===== src/rtl/mem_arbiter_if.sv =====
// Bus bundle for mem_arbiter: 6502 CPU port, DMA/loader port and the shared memory port.
// The arbiter binds the slave modport; the requesters and memory model bind master.
interface mem_arbiter_if;
  logic        cpu_req;
  logic        cpu_we;
  logic [15:0] cpu_addr;
  logic [7:0]  cpu_wdata;
  logic [7:0]  cpu_rdata;
  logic        cpu_ack;
  logic        cpu_rdy;
  logic        dma_req;
  logic        dma_we;
  logic [15:0] dma_addr;
  logic [7:0]  dma_wdata;
  logic [7:0]  dma_rdata;
  logic        dma_ack;
  logic        mem_en;
  logic        mem_we;
  logic [15:0] mem_addr;
  logic [7:0]  mem_wdata;
  logic [7:0]  mem_rdata;
  logic        grant_dma;
  logic        wr_err;

  modport slave (
    input  cpu_req, cpu_we, cpu_addr, cpu_wdata,
    input  dma_req, dma_we, dma_addr, dma_wdata,
    input  mem_rdata,
    output cpu_rdata, cpu_ack, cpu_rdy,
    output dma_rdata, dma_ack,
    output mem_en, mem_we, mem_addr, mem_wdata,
    output grant_dma, wr_err
  );

  modport master (
    output cpu_req, cpu_we, cpu_addr, cpu_wdata,
    output dma_req, dma_we, dma_addr, dma_wdata,
    output mem_rdata,
    input  cpu_rdata, cpu_ack, cpu_rdy,
    input  dma_rdata, dma_ack,
    input  mem_en, mem_we, mem_addr, mem_wdata,
    input  grant_dma, wr_err
  );
endinterface


===== src/rtl/mem_arbiter.sv =====
// Two-port (CPU / DMA) single-memory arbiter with ROM write protection.
// Define ARB_STARVE_GUARD_EN to force a DMA grant after STARVE_LIMIT lost IDLE arbitrations.
module mem_arbiter #(
  parameter int         STARVE_LIMIT = 4,
  parameter logic [3:0] ROM_BASE_NIB = 4'hF
) (
  input  logic          ph1,
  input  logic          reset_b,
  mem_arbiter_if.slave  bus
);

  typedef enum logic [2:0] {IDLE, CPU_ACC, CPU_ACK, DMA_ACC, DMA_ACK} state_t;

  state_t      state, state_nxt;
  logic        armed;
  logic        rom_wr_q, rom_wr_nxt;
  logic [7:0]  cpu_rdata_q, dma_rdata_q;
  logic        pick_dma;

  logic        mem_en_c, mem_we_c, cpu_ack_c, dma_ack_c, grant_c, wr_err_c;
  logic [15:0] mem_addr_c;
  logic [7:0]  mem_wdata_c;

  function automatic logic is_rom(input logic [3:0] nib);
    return nib == ROM_BASE_NIB;
  endfunction

`ifdef ARB_STARVE_GUARD_EN
  localparam int CW = $clog2(STARVE_LIMIT + 1);
  localparam logic [CW-1:0] LIMIT = CW'(STARVE_LIMIT);
  logic [CW-1:0] starve_cnt;

  assign pick_dma = (starve_cnt == LIMIT);

  always_ff @(posedge ph1 or negedge reset_b) begin
    if (!reset_b)
      starve_cnt <= '0;
    else if (state_nxt == DMA_ACC)
      starve_cnt <= '0;
    else if (state == IDLE && state_nxt == CPU_ACC && bus.dma_req && starve_cnt != LIMIT)
      starve_cnt <= starve_cnt + CW'(1);
  end
`else
  assign pick_dma = 1'b0;
`endif

  // armed holds off arbitration for the first edge after reset release
  always_ff @(posedge ph1 or negedge reset_b) begin
    if (!reset_b) begin
      state       <= IDLE;
      armed       <= 1'b0;
      rom_wr_q    <= 1'b0;
      cpu_rdata_q <= 8'h00;
      dma_rdata_q <= 8'h00;
    end else begin
      state    <= state_nxt;
      armed    <= 1'b1;
      rom_wr_q <= rom_wr_nxt;
      if (state == CPU_ACK) cpu_rdata_q <= bus.mem_rdata;
      if (state == DMA_ACK) dma_rdata_q <= bus.mem_rdata;
    end
  end

  always_comb begin
    state_nxt   = state;
    mem_en_c    = 1'b0;
    mem_we_c    = 1'b0;
    mem_addr_c  = 16'h0000;
    mem_wdata_c = 8'h00;
    cpu_ack_c   = 1'b0;
    dma_ack_c   = 1'b0;
    grant_c     = 1'b0;
    wr_err_c    = 1'b0;
    rom_wr_nxt  = 1'b0;
    case (state)
      IDLE: begin
        if (armed) begin
          if (bus.cpu_req && !(bus.dma_req && pick_dma)) state_nxt = CPU_ACC;
          else if (bus.dma_req)                          state_nxt = DMA_ACC;
        end
      end
      CPU_ACC: begin
        state_nxt   = CPU_ACK;
        mem_en_c    = 1'b1;
        mem_addr_c  = bus.cpu_addr;
        mem_wdata_c = bus.cpu_wdata;
        mem_we_c    = bus.cpu_we && !is_rom(bus.cpu_addr[15:12]);
        rom_wr_nxt  = bus.cpu_we &&  is_rom(bus.cpu_addr[15:12]);
      end
      CPU_ACK: begin
        state_nxt = bus.dma_req ? DMA_ACC : IDLE;
        cpu_ack_c = 1'b1;
        wr_err_c  = rom_wr_q;
      end
      DMA_ACC: begin
        state_nxt   = DMA_ACK;
        grant_c     = 1'b1;
        mem_en_c    = 1'b1;
        mem_addr_c  = bus.dma_addr;
        mem_wdata_c = bus.dma_wdata;
        mem_we_c    = bus.dma_we && !is_rom(bus.dma_addr[15:12]);
        rom_wr_nxt  = bus.dma_we &&  is_rom(bus.dma_addr[15:12]);
      end
      DMA_ACK: begin
        state_nxt = bus.cpu_req ? CPU_ACC : IDLE;
        grant_c   = 1'b1;
        dma_ack_c = 1'b1;
        wr_err_c  = rom_wr_q;
      end
      default: state_nxt = IDLE;
    endcase
  end

  assign bus.mem_en    = mem_en_c;
  assign bus.mem_we    = mem_we_c;
  assign bus.mem_addr  = mem_addr_c;
  assign bus.mem_wdata = mem_wdata_c;
  assign bus.cpu_ack   = cpu_ack_c;
  assign bus.dma_ack   = dma_ack_c;
  assign bus.grant_dma = grant_c;
  assign bus.wr_err    = wr_err_c;
  // Read data passes straight through in the ack cycle, then holds
  assign bus.cpu_rdata = (state == CPU_ACK) ? bus.mem_rdata : cpu_rdata_q;
  assign bus.dma_rdata = (state == DMA_ACK) ? bus.mem_rdata : dma_rdata_q;
  assign bus.cpu_rdy   = !(bus.cpu_req && !cpu_ack_c);

endmodule


===== src/flat_wrapper.sv =====
// flat-port wrapper written by rule: the top's interface ports become plain ports
module mem_arbiter_flat 
#(
  parameter int         STARVE_LIMIT = 4,
  parameter logic [3:0] ROM_BASE_NIB = 4'hF
)
  (ph1, reset_b, bus_cpu_req, bus_cpu_we, bus_cpu_addr, bus_cpu_wdata, bus_dma_req, bus_dma_we, bus_dma_addr, bus_dma_wdata, bus_mem_rdata, bus_cpu_rdata, bus_cpu_ack, bus_cpu_rdy, bus_dma_rdata, bus_dma_ack, bus_mem_en, bus_mem_we, bus_mem_addr, bus_mem_wdata, bus_grant_dma, bus_wr_err);
  mem_arbiter_if bus_i ();
  input  logic ph1;
  input  logic reset_b;
  input wire logic [$bits(bus_i.cpu_req)-1:0] bus_cpu_req;
  input wire logic [$bits(bus_i.cpu_we)-1:0] bus_cpu_we;
  input wire logic [$bits(bus_i.cpu_addr)-1:0] bus_cpu_addr;
  input wire logic [$bits(bus_i.cpu_wdata)-1:0] bus_cpu_wdata;
  input wire logic [$bits(bus_i.dma_req)-1:0] bus_dma_req;
  input wire logic [$bits(bus_i.dma_we)-1:0] bus_dma_we;
  input wire logic [$bits(bus_i.dma_addr)-1:0] bus_dma_addr;
  input wire logic [$bits(bus_i.dma_wdata)-1:0] bus_dma_wdata;
  input wire logic [$bits(bus_i.mem_rdata)-1:0] bus_mem_rdata;
  output wire logic [$bits(bus_i.cpu_rdata)-1:0] bus_cpu_rdata;
  output wire logic [$bits(bus_i.cpu_ack)-1:0] bus_cpu_ack;
  output wire logic [$bits(bus_i.cpu_rdy)-1:0] bus_cpu_rdy;
  output wire logic [$bits(bus_i.dma_rdata)-1:0] bus_dma_rdata;
  output wire logic [$bits(bus_i.dma_ack)-1:0] bus_dma_ack;
  output wire logic [$bits(bus_i.mem_en)-1:0] bus_mem_en;
  output wire logic [$bits(bus_i.mem_we)-1:0] bus_mem_we;
  output wire logic [$bits(bus_i.mem_addr)-1:0] bus_mem_addr;
  output wire logic [$bits(bus_i.mem_wdata)-1:0] bus_mem_wdata;
  output wire logic [$bits(bus_i.grant_dma)-1:0] bus_grant_dma;
  output wire logic [$bits(bus_i.wr_err)-1:0] bus_wr_err;
  assign bus_i.cpu_req = bus_cpu_req;
  assign bus_i.cpu_we = bus_cpu_we;
  assign bus_i.cpu_addr = bus_cpu_addr;
  assign bus_i.cpu_wdata = bus_cpu_wdata;
  assign bus_i.dma_req = bus_dma_req;
  assign bus_i.dma_we = bus_dma_we;
  assign bus_i.dma_addr = bus_dma_addr;
  assign bus_i.dma_wdata = bus_dma_wdata;
  assign bus_i.mem_rdata = bus_mem_rdata;
  assign bus_cpu_rdata = bus_i.cpu_rdata;
  assign bus_cpu_ack = bus_i.cpu_ack;
  assign bus_cpu_rdy = bus_i.cpu_rdy;
  assign bus_dma_rdata = bus_i.dma_rdata;
  assign bus_dma_ack = bus_i.dma_ack;
  assign bus_mem_en = bus_i.mem_en;
  assign bus_mem_we = bus_i.mem_we;
  assign bus_mem_addr = bus_i.mem_addr;
  assign bus_mem_wdata = bus_i.mem_wdata;
  assign bus_grant_dma = bus_i.grant_dma;
  assign bus_wr_err = bus_i.wr_err;
  mem_arbiter #(.STARVE_LIMIT(STARVE_LIMIT), .ROM_BASE_NIB(ROM_BASE_NIB)) u_core (.ph1(ph1), .reset_b(reset_b), .bus(bus_i));
endmodule

===== config.mk =====
export PLATFORM = sky130hd
export DESIGN_NAME = mem_arbiter_flat
export DESIGN_NICKNAME = d
export VERILOG_FILES = /design/src/rtl/mem_arbiter_if.sv /design/src/rtl/mem_arbiter.sv /design/src/flat_wrapper.sv
export SDC_FILE = /design/constraint.sdc
export NUM_CORES = 1
export LEC_CHECK = 0
export ABC_AREA = 1
export CAP_MARGIN = 20
export CORE_MARGIN = 4
export CORE_UTILIZATION = 31
export DETAILED_ROUTE_END_ITERATION = 8
export GPL_ROUTABILITY_DRIVEN = 0
export HOLD_SLACK_MARGIN = 0.06
export PLACE_DENSITY = 0.79
export SKIP_LAST_GASP = 1
export SYNTH_ARGS = -nofsm -noshare
export SYNTH_HDL_FRONTEND = slang
export SYNTH_SLANG_ARGS = --single-unit

===== constraint.sdc =====
create_clock -name ph1 -period 1.7 [get_ports ph1]
set_input_delay 0.34 -clock ph1 [delete_from_list [all_inputs] [get_ports ph1]]
set_output_delay 0.34 -clock ph1 [all_outputs]
set_load 0.05 [all_outputs]

==> flow_summary_export.csv, run 1 <==
group,metric,value,unit
status,status,"complete, but fails checks",
status,violations,"setup timing",
worst_setup_path,path_common_cell,"buf_12",
timing,fin_crit_sh,1.12,
clock_tree,clockBufferDepth,2,
detailed_routing,antenna_left,0,
finish,nNetsFinal,373,
worst_setup_path,startpoint_type,"register",
worst_setup_path,crit_fanout,19,
detailed_routing,drcViolationCount,0,
finish,utilization,0.908,
worst_setup_path,startpoint,"u_core.state[2]$_DFFE_PN0P_",
logic_synthesis,synth_nets,246,
finish,drive_above_1_share,0.432,
logic_synthesis,yosys.cell_types.count,19,
timing,rsz0062_at_grt,"yes",
logic_synthesis,yosysWarnings,0,
logic_synthesis,seq_area_frac_synth,0.420,
timing,setup_ws,-203,ps
finish,fillers,160,
clock_tree,cts-root-buf,"clkbuf_8",
clock_tree,clkTransAtPathRegs,80,ps
grt,grt-ovfl-total,0,
worst_setup_path,regToRegSetupSlack,360,ps
timing,fmax,525,MHz
floorplan,dieArea,5110,um2
floorplan,start_util,0.331,
timing,hold_ws,423,ps
floorplan,fp.dieH,71.5,um
worst_setup_path,arrival,1560,ps
worst_setup_path,crit_path_top_delay_cell,"dfrtp_2",
timing,setup_viol,46,
timing,hold_violations,0,
clock_tree,tritoncts,"yes",
job,maxCapViolations,0,
logic_synthesis,synth_top_area_share,0.420,
detailed_routing,dr.pass1.iters,4,
logic_synthesis,synthCells,184,
worst_setup_path,end_kind,"output pin",
timing,worst_clock_skew,4.67,ps
logic_synthesis,netlist_area,1250,um2
grt,track_usage,0.191,
logic_synthesis,syn_area_per_cell,6.79,um2
clock_tree,hold_buffers,0,
floorplan,die_w,71.5,um
clock_tree,cts_buffers,3,
detailed_routing,wl_per_cell,17.2,um
power_and_ir_drop,power_density,2390,nW/um2
logic_synthesis,yosys_register_bits,21,
grt,antenna_found_initial,0,
worst_hold_path,hold_path.class,"input port to asynchronous set/reset pin",
logic_synthesis,synth_top_area_cell,"dfrtp_1",
worst_setup_path,timing.critical_path.buf_inv,4,
place,post-dp-hpwl,3.90,mm
grt,grt_max_degree,27,
floorplan,row_count,22,
worst_setup_path,crit_family,"buffers and inverters",
timing,final.min_clock_period,1900,ps
finish,diodes,0,
detailed_routing,vias,1717,
finish,area_growth,174,%
worst_setup_path,crit_type,"register to output pin",
grt,grt_pass1_wl,7.67,mm
floorplan,ios,109,
timing,drv_slew,0,
worst_setup_path,r2r_start,"u_core.state[2]$_DFFE_PN0P_",
detailed_routing,drt-initial-drc-count,42,
floorplan,core-area,3770,um2
detailed_routing,viasPerCell,4.80,
worst_setup_path,reg2reg_to,"u_core.cpu_rdata_q[6]$_DFF_PN0_",
power_and_ir_drop,ir_drop,0.00134,V
worst_setup_path,slowest_delay,450,ps
detailed_routing,wl,6.16,mm
place,dpl_worst_slack,-51.3,ps
worst_setup_path,cp_data_required_time,1360,ps
clock_tree,htree_levels,1,
grt,grt_pass1_vias,1651,
worst_setup_path,reg2reg_depth,7,
clock_tree,clk_latency,270,ps
clock_tree,cts_num_sinks,21,
worst_setup_path,crit_chain,"buf_4, inv_2, nand3_2, buf_12, o21ai_4, buf_12",
place,portBuffers,108,
logic_synthesis,ys_top_cells_by_area,"dfrtp_1 (42%), nand2_1 (30%), o21ai_0 (7.2%)",
power_and_ir_drop,leakagePower,1.54,nW
==> where the power goes <==
group / switching, mW / internal, mW
Clock: 0.173 / 0.164
Combinational: 3.77 / 3.18
Sequential: 0.162 / 0.732
Total: 4.10 / 4.08
==> flip-flops by register name, summed over array words and instances, names as in the netlist <==
name	cells
u_core.cpu_rdata_q	8
u_core.dma_rdata_q	8
u_core.state	3
u_core.armed	1
u_core.rom_wr_q	1
==> metal layers <==
layer,routed length [um],track usage,up-vias
met5,0,0,-
met4,172,0.0459,0
met3,693,0.0856,21
met1,2000,0.188,776
met2,3290,0.362,106
li1,-,-,814
==> worst max path at each step <==
stage | endpoint | slack [ps] | cells after the start
detailed placement | bus_mem_we | -50 | 7
global placement | bus_mem_we | -30 | 7
finish | bus_cpu_rdata[6] | -200 | 6
global route | bus_mem_addr[10] | -270 | 7
floorplan | bus_grant_dma | -100 | 5
CTS | bus_mem_wdata[7] | -160 | 5
==> stage by stage <==
| stage | instances | cell area [um2] | power [mW] | TNS [ps] |
|---|---|---|---|---|
| after global placement | 336 | 2960 | 6.71 | -27.4 |
| after global routing | 358 | 3420 | 8.46 | -10000 |
| final | 358 | 3420 | 8.18 | -7350 |
| after detailed placement | 336 | 2960 | 6.79 | -160 |
| after floorplan | 184 | 1340 | 3.87 | -1070 |
| after CTS | 347 | 3150 | 7.46 | -5260 |
==> synthesized netlist by cell type <==
library cell and n:
nand2_1 99, nand4_1 1, dfrtp_1 21, nand3_1 2
inv_2 2, a21oi_1 2, buf_4 1, clkbuf_2 1
o21ai_0 18, conb_1 1, buf_6 4, nand2_2 3
inv_1 13, nor3_4 1, nand3_2 1, nor2_4 2
buf_2 2, nor2_1 9, a21boi_0 1
==> layout by cell type (no fill, tap or decap), drive strengths merged <==
cell,instances
nand2,104
buf,65
clkdlybuf4s50,61
dfrtp,21
o21ai,18
inv,15
nor2,11
clkbuf,5
nand3,3
a21oi,2
nor3,1
a21boi,1
nand4,1
clkinv,1
conb,1
==> what timing repair did <==
item | in CTS | in global routing
pin swaps | 0 | 4
cloned | 2 | 3
setup endpoints to repair | 46 | 46
setup buffers | 5 | 8
resized for setup | 16 | 38
==> cell type report <==
type,instances,area [um2],share of cell area
clock buffers,3,41.3,0.0121
well taps,48,60.1,0.0175
flip-flops and latches,21,529,0.155
inverters,15,56.3,0.0164
repair buffers,128,1810,0.529
multi-input cells,142,922,0.269
clock inverters,1,5.00,0.00146
==> cells by family (layout without fill, tap and decap cells) <==
| logic type | count (synthesis) | after routing | share of synthesized area |
|---|---|---|---|
| compound gates | 21 | 21 | 0.0861 |
| buf+inv | 23 | 147 | 0.0991 |
| flops | 21 | 21 | 0.420 |
| other cells | 1 | 1 | 0.00300 |
| simple gates | 118 | 120 | 0.391 |
(Power assumes the default switching activity.)
==> run 2: changes to the inputs <==
--- a/config.mk
+++ b/config.mk
@@ -9,11 +9,13 @@
 export CAP_MARGIN = 20
 export CORE_MARGIN = 4
 export CORE_UTILIZATION = 31
+export CTS_CLUSTER_DIAMETER = 50
 export DETAILED_ROUTE_END_ITERATION = 8
 export GPL_ROUTABILITY_DRIVEN = 0
 export HOLD_SLACK_MARGIN = 0.06
 export PLACE_DENSITY = 0.79
 export SKIP_LAST_GASP = 1
+export SLEW_MARGIN = 20
 export SYNTH_ARGS = -nofsm -noshare
 export SYNTH_HDL_FRONTEND = slang
 export SYNTH_SLANG_ARGS = --single-unit
==> results of run 2 <==
No change in the layout: final DEF, timing and power equal those of run 1.
